## src/rtl/pipeline_stage_reg.sv

```systemverilog
// pipeline_stage_reg: DEPTH-stage valid/ready register pipeline with bubble collapsing, flush and occupancy count
// Ports: CLK, Reset (sync, active-low), Flush; InValid/InReady/DataInput from the producer;
// OutValid/OutReady/DataOutput to the consumer; Occupancy = number of valid stages.
module pipeline_stage_reg #(
  parameter int WIDTH = 32,
  parameter int DEPTH = 2,
  parameter logic [WIDTH-1:0] RESET_VALUE = {WIDTH{1'b0}}
) (
  input  logic                       CLK,
  input  logic                       Reset,
  input  logic                       Flush,
  input  logic                       InValid,
  output logic                       InReady,
  input  logic [WIDTH-1:0]           DataInput,
  output logic                       OutValid,
  input  logic                       OutReady,
  output logic [WIDTH-1:0]           DataOutput,
  output logic [$clog2(DEPTH+1)-1:0] Occupancy
);
  localparam int OW = $clog2(DEPTH+1);
  logic [DEPTH-1:0] valid_q, valid_d, adv, load;
  logic [WIDTH-1:0] data_q [DEPTH];
  logic [WIDTH-1:0] data_d [DEPTH];
  logic [OW-1:0]    occ_q, occ_d;
  logic             r, l, xfer_in, xfer_out;
  always_comb begin
    adv = '0;
    load = '0;
    valid_d = '0;
    r = OutReady;
    // ready ripples from the consumer back to stage 0: a full stage is ready only if it drains
    for (int i = DEPTH-1; i >= 0; i--) begin
      adv[i] = valid_q[i] & r;
      r = ~valid_q[i] | adv[i];
    end
    InReady = r & ~Flush;
    xfer_in = InValid & InReady;
    xfer_out = valid_q[DEPTH-1] & OutReady;
    l = xfer_in;
    // l is the "an entry arrives from upstream" flag for stage i
    for (int i = 0; i < DEPTH; i++) begin
      load[i] = l & ~Flush;
      valid_d[i] = ~Flush & (l | (valid_q[i] & ~adv[i]));
      l = adv[i];
    end
    occ_d = Flush ? '0 : occ_q + OW'(xfer_in) - OW'(xfer_out);
  end
  always_comb begin
    data_d[0] = DataInput;
    for (int i = 1; i < DEPTH; i++) data_d[i] = data_q[i-1];
  end
  always_ff @(posedge CLK) begin
    if (!Reset) begin
      valid_q <= '0;
      occ_q <= '0;
      for (int i = 0; i < DEPTH; i++) data_q[i] <= RESET_VALUE;
    end else begin
      valid_q <= valid_d;
      occ_q <= occ_d;
      for (int i = 0; i < DEPTH; i++) if (load[i]) data_q[i] <= data_d[i];
    end
  end
  assign OutValid = valid_q[DEPTH-1];
  assign DataOutput = data_q[DEPTH-1];
  assign Occupancy = occ_q;
endmodule

```

## config.mk

```make
export PLATFORM = sky130hd
export DESIGN_NAME = pipeline_stage_reg
export DESIGN_NICKNAME = d
export VERILOG_FILES = /design/src/rtl/pipeline_stage_reg.sv
export SDC_FILE = /design/constraint.sdc
export NUM_CORES = 1
export LEC_CHECK = 0
export ABC_AREA = 1
export ABC_CLOCK_PERIOD_IN_PS = 4600
export CAP_MARGIN = 20
export CORE_UTILIZATION = 50
export CTS_CLUSTER_SIZE = 40
export DETAILED_ROUTE_END_ITERATION = 16
export GPL_ROUTABILITY_DRIVEN = 0
export PLACE_DENSITY = 0.76
export SETUP_SLACK_MARGIN = 0.5
export SYNTH_ARGS = -nofsm -noshare
export SYNTH_HDL_FRONTEND = slang
export SYNTH_SLANG_ARGS = --single-unit
```

## constraint.sdc

```tcl
create_clock -name CLK -period 4.6 [get_ports CLK]
set_input_delay 0.69 -clock CLK [delete_from_list [all_inputs] [get_ports CLK]]
set_output_delay 0.69 -clock CLK [all_outputs]
set_load 0.02 [all_outputs]
```

==> flow_metrics.env, run 1 <==
export IMPL_status="finished clean"
export IMPL_finalSetupTns_ns=0
export IMPL_drc=0
export IMPL_worstPathArrival_ns=2.03
export IMPL_ff2ff_setup_slack_ns=2.61
export IMPL_syn2layout_area_growth_pct=31.3
export IMPL_cap_violations=0
export IMPL_hold_buffers=0
export IMPL_start_util_pct=53.3
export IMPL_grt_pass1_wl_microns=8020
export IMPL_ys_types=18
export IMPL_hold_violations=0
export IMPL_critPathKind="input pin to output port"
export IMPL_fin_area_sq_mm=0.00397
export IMPL_syn_nets=278
export IMPL_setup_worst_path_end_class="output port"
export IMPL_min_to="valid_q[1]$_SDFF_PN0_"
export IMPL_die_area_sq_mm=0.00637
export IMPL_holdCritStartpoint="valid_q[0]$_SDFF_PN0_"
export IMPL_first_global_vias=1735
export IMPL_synth_area_top_cells="edfxtp_1, a21oi_2, inv_1"
export IMPL_wl_met2_microns=2670
export IMPL_grt_total_usage_pct=17.7
export IMPL_num_fill_cells=439
export IMPL_wl_met3_microns=227
export IMPL_diodes=0
export IMPL_core_area_sq_mm=0.00568
export IMPL_synth_seq_cells=68
export IMPL_cp_slowest_cell="clkdlybuf4s50_1"
export IMPL_ff2ff_path_depth=3
export IMPL_drt_met1_wl_microns=2110
export IMPL_yosys_warnings=0
export IMPL_finalCritPeriodShare_pct=59.2
export IMPL_seq_area_frac_synth_pct=66.2
export IMPL_via_count=1838
export IMPL_hp_class="flip-flop to flip-flop"
export IMPL_powerDensity_mw_per_mm2=337
export IMPL_slew_limit_headroom_pct=48.5
export IMPL_leakage_uw=0.00158
export IMPL_cp_slowest_stage_delay_ns=0.59
export IMPL_netlist_instances=239
export IMPL_worst_pin_slew_ns=0.770
export IMPL_cp_max_fo=3
export IMPL_peakVddDrop_v=0.000196
export IMPL_setup_violations=0
export IMPL_initialDrtViolationCount=87
export IMPL_wirelength_microns=5100
export IMPL_syn_area_per_cell_sq_um=12.7
export IMPL_io_buffers=72
export IMPL_cts_made_buffers=9
export IMPL_multi_input_area_sq_um=644
export IMPL_worstPathBufferInverterCount=4
export IMPL_fp_dieW_microns=79.8
export IMPL_finalNetCount=355
export IMPL_whs_path_depth=2
export IMPL_rows=27
export IMPL_seqCellArea_sq_mm=0.00200
export IMPL_clk_pin_slew_ns=0.08
export IMPL_cp_data_required_time_ns=3.91
export IMPL_clkLatencyLatePin_ns=0.34
export IMPL_rsz0062_at_grt="false"
export IMPL_placed_area_sq_mm=0.00378
export IMPL_root_buffer="clkbuf_8"
export IMPL_timing_rr_start="valid_q[0]$_SDFF_PN0_"
export IMPL_skew_ns=0.0108
export IMPL_dp_hpwl_microns=3390
export IMPL_cts_max_level=3
export IMPL_first_pass_iters=4
export IMPL_synth_top_cell_area_share_pct=63.5
export IMPL_drive_gt1_share_pct=22.1
export IMPL_grt_max_degree=39
export IMPL_final_common_cell="inv_1"
export IMPL_top_layer="met4"
export IMPL_overflow=0
export IMPL_fp_dieH_microns=79.8
export IMPL_period_needed_ns=2.72
export IMPL_max_freq_mhz=367
export IMPL_synthesis_area_sq_mm=0.00303
export IMPL_drv_slew=0
export IMPL_drtAntennaViolNets=0
export IMPL_clockBufferDepth=2
export IMPL_crit_chain="clkdlybuf4s50_1, inv_1, nand3_2, nand2_1, inv_1, clkdlybuf4s50_1"
export IMPL_grt_antenna_before_repair=0
export IMPL_wl_per_cell_microns=13.0
export IMPL_reg2reg_to="data_q[0][40]$_SDFFCE_PN0P_"
export IMPL_cts_setup_buffers=0
export IMPL_cts_resized=0
export IMPL_path_delay_family="buffers and inverters"
export IMPL_yosysTopAreaCell="edfxtp_1"
export IMPL_layout_common_cells="inv_1, clkdlybuf4s50_1, edfxtp_1, a21oi_2, a21oi_1"
export IMPL_cts_tree="built"
export IMPL_routed_via_density=4.68
export IMPL_startpoint_type="input pin"
export IMPL_io_pins=73
export IMPL_cts_sinks=68
[kinds of logic after synthesis]
| logic type | count (synthesis) | synth area share (%) |
|---|---|---|
| AOI/OAI and AO/OA | 67 | 17.2 |
| xor gates and xnor gates | 2 | 0.579 |
| adders and majority gates | 2 | 0.827 |
| buffers and inverters | 86 | 12.5 |
| DFF | 68 | 66.2 |
| and+or+nand+nor | 14 | 2.73 |
[synthesized netlist by cell type]
cell and instances:
buf_2 6, nand3_1 1, a21oi_1 18, buf_6 6
xor2_1 1, nand4_1 1, dfxtp_1 4, nand2_1 8
buf_4 1, nand2_2 1, edfxtp_1 64, a21oi_2 49
inv_1 73, nand4_4 1, ha_1 2, xnor2_1 1
nor2_1 1, nand3_2 1
[worst max-delay path by stage]
stage                   from                     endpoint  slack [ns]  depth (start not counted)
floorplan              Flush   data_q[0][0]$_SDFFCE_PN0P_        2.24                          5
global placement       Reset   data_q[0][0]$_SDFFCE_PN0P_        1.59                          4
detailed placement     Reset   data_q[0][1]$_SDFFCE_PN0P_        1.48                          4
CTS                    Reset  data_q[0][13]$_SDFFCE_PN0P_        1.83                          4
global route        OutReady                      InReady        1.77                          6
finish              OutReady                      InReady        1.88                          6
[state kept, by name, summed over array words and instances, names as in the netlist]
register   count
data_q        64
Occupancy      2
valid_q        2
[layer usage]
layer / track usage (%) / vias to the layer above
met5: 0 / -
met4: 9.64 / 0
met3: 5.03 / 9
met2: 29.7 / 49
met1: 20.5 / 848
li1: - / 932
[power by group]
group / leakage (uW) / total, uW / switching [uW] / internal [uW]
Sequential: 0.000699 / 727 / 10.5 / 716
Clock: 0.0000928 / 459 / 214 / 245
Combinational: 0.000786 / 154 / 81.1 / 73.0
[metrics by stage]
stage	cells	hold slack [ns]	util [%]	setup slack [ns]	power, uW
final	393	0.541	70.0	1.88	1340
after global placement	376	0.514	66.5	1.59	890
after floorplan	239	0.499	-	2.24	819
after global routing	393	0.587	70.0	1.77	1390
after detailed placement	376	0.531	66.5	1.48	895
after CTS	392	0.544	69.8	1.83	1350
[layout make-up]
type,count,share of cell area [%]
timing repair buffer,79,19.6
clock inverter,6,1.39
clock buffer,10,3.21
sequential,68,50.4
multi-input combinational,85,16.2
inverter,73,6.90
tap,72,2.27
[worst register-to-register path: stages, from the launching register on]
cell and delay (ns):
dfxtp_1 0.44, nand4_4 0.64, buf_4 0.54, a21oi_1 0.21
Power figures use the tool's default switching activity.
==> inputs of run 2 (changes only) <==
Settings changed: ABC_CLOCK_PERIOD_IN_PS 4600 to 2550, CORE_UTILIZATION 50 to 49, PLACE_DENSITY 0.76 to 0.75.
Clock period 4.6 ns to 2.55 ns, I/O delays scaled along.
==> run 2 against run 1 <==
  * Clock skew is 0.0059 ns lower
  * Sequential power up 80%
  * Critical path depth unchanged
  * Global-route usage shrank 0.51 points
  * Cell count did not move
  * First-iteration DRC count is 48% higher
  * Via count is 0.11% lower
==> flow_metrics.env, run 2 (same netlist as run 1, synthesis figures left out) <==
export IMPL_place_inst=377
export IMPL_hold_violations=0
export IMPL_period_needed_ns=1.86
export IMPL_powerDensity_mw_per_mm2=578
export IMPL_drive_gt1_share_pct=21.1
export IMPL_fin_area_sq_mm=0.00396
export IMPL_cp_slowest_cell="clkdlybuf4s50_1"
export IMPL_internal_power_uw=1770
export IMPL_combPwrFrac_pct=12.2
export IMPL_rows=28
export IMPL_drtAntennaViolNets=0
export IMPL_slew_limit_headroom_pct=72.5
export IMPL_crit_chain="clkdlybuf4s50_1, inv_1, nand3_2, nand2_1, inv_1, dlygate4sd2_1"
export IMPL_cap_violations=0
export IMPL_die_area_sq_mm=0.00649
export IMPL_hold_buffers=0
export IMPL_clockBufferDepth=2
export IMPL_num_fill_cells=445
export IMPL_cts_setup_buffers=0
export IMPL_ff2ff_path_depth=4
export IMPL_cts_resized=1
export IMPL_fp_dieH_microns=80.6
export IMPL_io_pins=73
export IMPL_finalNetCount=352
export IMPL_initialDrtViolationCount=129
export IMPL_clkLatencyLatePin_ns=0.32
export IMPL_wirelength_microns=4820
export IMPL_worstPathArrival_ns=1.47
export IMPL_syn2layout_area_growth_pct=30.7
export IMPL_final_util_pct=66.8
export IMPL_grt_total_usage_pct=17.2
export IMPL_critPathMostFrequentCell="inv_1"
export IMPL_setup_violations=0
export IMPL_root_buffer="clkbuf_8"
export IMPL_timing_rr_start="valid_q[0]$_SDFF_PN0_"
export IMPL_grt_antenna_before_repair=0
export IMPL_overflow=0
export IMPL_drc=0
export IMPL_final_common_cell="inv_1"
export IMPL_dp_hpwl_microns=3080
export IMPL_path_delay_family="buffers and inverters"
export IMPL_largest_reg_flops=64
export IMPL_via_count=1836
export IMPL_p_seq_share_pct=57.3
export IMPL_diodes=0
export IMPL_sw_frac_of_total_pct=22.7
export IMPL_layout_cells_non_filler=393
export IMPL_cts_max_level=3
export IMPL_startpoint_type="input pin"
export IMPL_p_switching_uw=520
export IMPL_cts_made_buffers=9
export IMPL_routed_via_density=4.67
export IMPL_worst_pin_slew_ns=0.413
export IMPL_cts_tree="built"
export IMPL_skew_ns=0.00491
export IMPL_drv_slew=0
export IMPL_seqCellArea_sq_mm=0.00200
export IMPL_cts_sinks=68
export IMPL_path_depth=6
export IMPL_worstPathBufferInverterCount=4
export IMPL_finalCritPeriodShare_pct=72.8
export IMPL_wl_per_cell_microns=12.3
export IMPL_rsz0062_at_grt="false"
export IMPL_holdCritStartpoint="valid_q[0]$_SDFF_PN0_"
export IMPL_hp_class="flip-flop to flip-flop"
export IMPL_startpoint="OutReady"
export IMPL_leakage_uw=0.00156
export IMPL_cp_data_required_time_ns=2.17
export IMPL_start_util_pct=51.1
export IMPL_clockPowerShare_pct=30.5
export IMPL_grt_max_degree=65
export IMPL_setup_worst_path_end_class="output port"
export IMPL_cp_max_fo=3
export IMPL_critPathKind="input pin to output port"
export IMPL_fp_dieW_microns=80.6
export IMPL_cp_slowest_stage_delay_ns=0.49
export IMPL_status="finished clean"
export IMPL_multi_input_area_sq_um=647
export IMPL_layout_common_cells="inv_1, clkdlybuf4s50_1, edfxtp_1, a21oi_2, a21oi_1"
export IMPL_whs_path_depth=2
export IMPL_max_freq_mhz=539
export IMPL_io_buffers=72
export IMPL_first_global_vias=1824
export IMPL_peakVddDrop_v=0.000294
export IMPL_grt_pass1_wl_microns=8230
export IMPL_clk_pin_slew_ns=0.07
export IMPL_core_area_sq_mm=0.00592
export IMPL_first_pass_iters=4
export IMPL_finalSetupTns_ns=0
export IMPL_placed_area_sq_mm=0.00380
export IMPL_top_register="data_q"
run 2: metrics by stage:
| step | total power (uW) | hold slack [ns] | worst slack (ns) |
|---|---|---|---|
| finish | 2290 | 0.547 | 0.694 |
| global route | 2380 | 0.572 | 0.628 |
| CTS | 2310 | 0.543 | 0.686 |
| detailed placement | 1620 | 0.533 | 0.404 |
| global placement | 1610 | 0.517 | 0.468 |
| floorplan | 1480 | 0.499 | 0.801 |
run 2: path summary, 6_finish.rpt:
check / end / slack [ns]
max: InReady / 0.69
min: valid_q[1]$_SDFF_PN0_ / 0.55
max reg2reg: data_q[0][9]$_SDFFCE_PN0P_ / 1.01
min reg2reg: valid_q[1]$_SDFF_PN0_ / 0.55
run 2: power groups by stage:
stage	sequential [uW]	combinational (uW)	clock [uW]
final	1310	279	699
after global routing	1320	304	764
after CTS	1310	282	714
after detailed placement	1340	282	0
after global placement	1330	276	0
after floorplan	1370	105	0
run 2: per-layer routing:
metal,part of all wire (%),wire (microns),GRT usage (%),up-vias
li1,-,-,-,922
met1,42,2000,20.4,868
met2,52,2510,29.2,41
met3,5.2,252,4.77,5
met4,1.0,50,7.50,0
met5,0,0,0,-
run 2: final cells by class:
type,instances,area share (%)
clock inverters,4,0.411
well taps,75,2.37
clock buffers,12,3.42
inverters,73,6.93
multi-input cells,85,16.4
repair buffers,76,19.9
flip-flops and latches,68,50.6
run 2: worst reg2reg max path, cell delays in order, from the launching register on:
cell and delay (ns):
dfxtp_1 0.37, nand3_2 0.12, nand4_1 0.19, nand2_2 0.34, buf_12 0.22
==> inputs of run 3 (changes only) <==
Settings changed: ABC_CLOCK_PERIOD_IN_PS 2550 to 1500, CORE_UTILIZATION 49 to 44, PLACE_DENSITY 0.75 to 0.71.
Clock period 2.55 ns to 1.5 ns, I/O delays scaled along.
==> run 3 against run 2 <==
  * The run now ends with design-rule violations left
  * Setup slack lost 0.55 ns
  * Global-route usage grew 1.5 points
  * Combinational power grew 140%
  * Power grew 90%
  * Clock skew grew 0.0040 ns
  * Flip-flop and latch count is the same
  * Clock power grew 110%
  * Critical path type is now input pin to flip-flop
  * Largest cell class unchanged
  * Largest power group unchanged
  * Highest routed layer unchanged
==> flow_metrics.env, run 3 (same netlist as run 1, synthesis figures left out) <==
export IMPL_status="complete, but fails checks"
export IMPL_violations="design-rule violations"
export IMPL_routed_via_density=4.79
export IMPL_skew_ns=0.00889
export IMPL_p_seq_share_pct=51.3
export IMPL_grt_max_degree=33
export IMPL_cap_violations=0
export IMPL_max_freq_mhz=737
export IMPL_startpoint_type="input pin"
export IMPL_grt_antenna_before_repair=0
export IMPL_cp_max_fo=15
export IMPL_finalNetCount=392
export IMPL_combPwrFrac_pct=15.3
export IMPL_first_global_vias=2158
export IMPL_critPathKind="input pin to flip-flop"
export IMPL_setup_worst_path_end_class="flip-flop"
export IMPL_cts_sinks=68
export IMPL_syn2layout_area_growth_pct=59.9
export IMPL_internal_power_uw=3300
export IMPL_clkLatencyLatePin_ns=0.33
export IMPL_dp_hpwl_microns=3610
export IMPL_wirelength_microns=6550
export IMPL_sw_frac_of_total_pct=24.1
export IMPL_clk_pin_slew_ns=0.07
export IMPL_io_pins=73
export IMPL_top_register="data_q"
export IMPL_grt_pass1_wl_microns=10200
export IMPL_die_area_sq_mm=0.00721
export IMPL_leakage_uw=0.00203
export IMPL_rsz0062_at_grt="true"
export IMPL_io_buffers=72
export IMPL_period_needed_ns=1.36
export IMPL_setup_violations=0
export IMPL_finalCritPeriodShare_pct=90.5
export IMPL_powerDensity_mw_per_mm2=898
export IMPL_slew_limit_headroom_pct=82.3
export IMPL_hold_buffers=0
export IMPL_fp_dieW_microns=84.9
export IMPL_overflow=0
export IMPL_start_util_pct=46.6
export IMPL_final_common_cell="inv_1"
export IMPL_initialDrtViolationCount=90
export IMPL_worst_pin_slew_ns=0.265
export IMPL_diodes=0
export IMPL_grt_total_usage_pct=18.8
export IMPL_first_pass_iters=11
export IMPL_root_buffer="clkbuf_8"
export IMPL_cts_max_level=3
export IMPL_power_total_uw=4350
export IMPL_worstPathArrival_ns=1.45
export IMPL_clockBufferDepth=2
export IMPL_largest_reg_flops=64
export IMPL_hp_class="input pin to flip-flop"
export IMPL_fp_dieH_microns=84.9
export IMPL_clockPowerShare_pct=33.4
export IMPL_whs_ns=0.371
export IMPL_cp_data_required_time_ns=1.59
export IMPL_core_area_sq_mm=0.00649
export IMPL_via_count=2084
export IMPL_rows=29
export IMPL_drive_gt1_share_pct=50.6
export IMPL_drc=5
export IMPL_layout_common_cells="inv_1, edfxtp_1, a21oi_2, clkdlybuf4s50_1, buf_6"
export IMPL_drv_slew=0
export IMPL_cts_tree="built"
export IMPL_cts_made_buffers=9
export IMPL_peakVddDrop_v=0.000521
export IMPL_p_switching_uw=1050
export IMPL_finalSetupTns_ns=0
export IMPL_hold_violations=0
export IMPL_drtAntennaViolNets=0
export IMPL_wl_per_cell_microns=15.0
## run 3: cell types whose count changed in the layout (fill, tap and decap cells not counted), sizes merged
cell           previous run  this run
buf                       4        74
clkinv                    4         3
clkbuf                   12        16
clkinvlp                  0         1
clkdlybuf4s50            71        35
bufbuf                    0         1
bufinv                    0         1
## run 3: routing by layer
metal  wire length, microns  vias to the layer above  GRT usage (%)
met1                   2660                     1005           22.2
li1                       -                     1018              -
met4                    104                        0           8.78
met2                   3540                       53           33.4
met3                    237                        8           3.21
met5                      0                        -              0
## run 3: worst max-delay path, cell delays in order
cell	delay, ns
clkdlybuf4s50_1	0.46
inv_1	0.07
buf_4	0.16
nand4_4	0.13
bufbuf_16	0.33
a21oi_2	0.07
## run 3: path summary, 6_finish.rpt
kind                               from                           to  slack [ns]  depth (start not counted)
setup / recovery                  Flush  data_q[0][42]$_SDFFCE_PN0P_        0.14                          6
setup reg to reg  valid_q[1]$_SDFF_PN0_      Occupancy[1]$_SDFF_PP0_        0.14                         10
hold reg to reg   valid_q[0]$_SDFF_PN0_        valid_q[0]$_SDFF_PN0_        0.51                          2
hold / removal                 OutReady        valid_q[0]$_SDFF_PN0_        0.37                          4
## run 3: power groups by stage
stage	Clock (uW)	Combinational (uW)	Sequential, uW
finish	1450	664	2230
global route	1570	708	2240
CTS	1470	580	2230
detailed placement	0	535	2270
global placement	0	525	2270
floorplan	0	198	2330
## run 3: through the flow
| step | instances | setup WS [ns] | cell area, sq um | util [%] |
|---|---|---|---|---|
| 3_3_place_gp | 393 | -0.282 | 4030 | 62.1 |
| 3_5_place_dp | 393 | -0.340 | 4030 | 62.1 |
| 5_1_grt | 435 | 0.0733 | 4840 | 74.5 |
| 6_report | 435 | 0.143 | 4840 | 74.5 |
| 4_1_cts | 424 | 0.154 | 4470 | 68.8 |
| 2_1_floorplan | 239 | 0.106 | 3120 | - |
## run 3: final cells by class
type | count | area [sq um]
clock inverters | 5 | 52.6
multi-input cells | 85 | 848
fillers | 419 | 1660
repair buffers | 116 | 1420
clock buffers | 11 | 131
well taps | 77 | 96.3
inverters | 73 | 274
flip-flops and latches | 68 | 2010
## run 3: what timing repair did
| item | CTS | global route |
|---|---|---|
| endpoints found under the hold margin | 0 | 0 |
| buffers inserted | 9 | 6 |
| pin swaps | 2 | 19 |
| gates resized for setup | 187 | 51 |
| gates cloned | 6 | 5 |
| endpoints found under the setup margin | 166 | 166 |
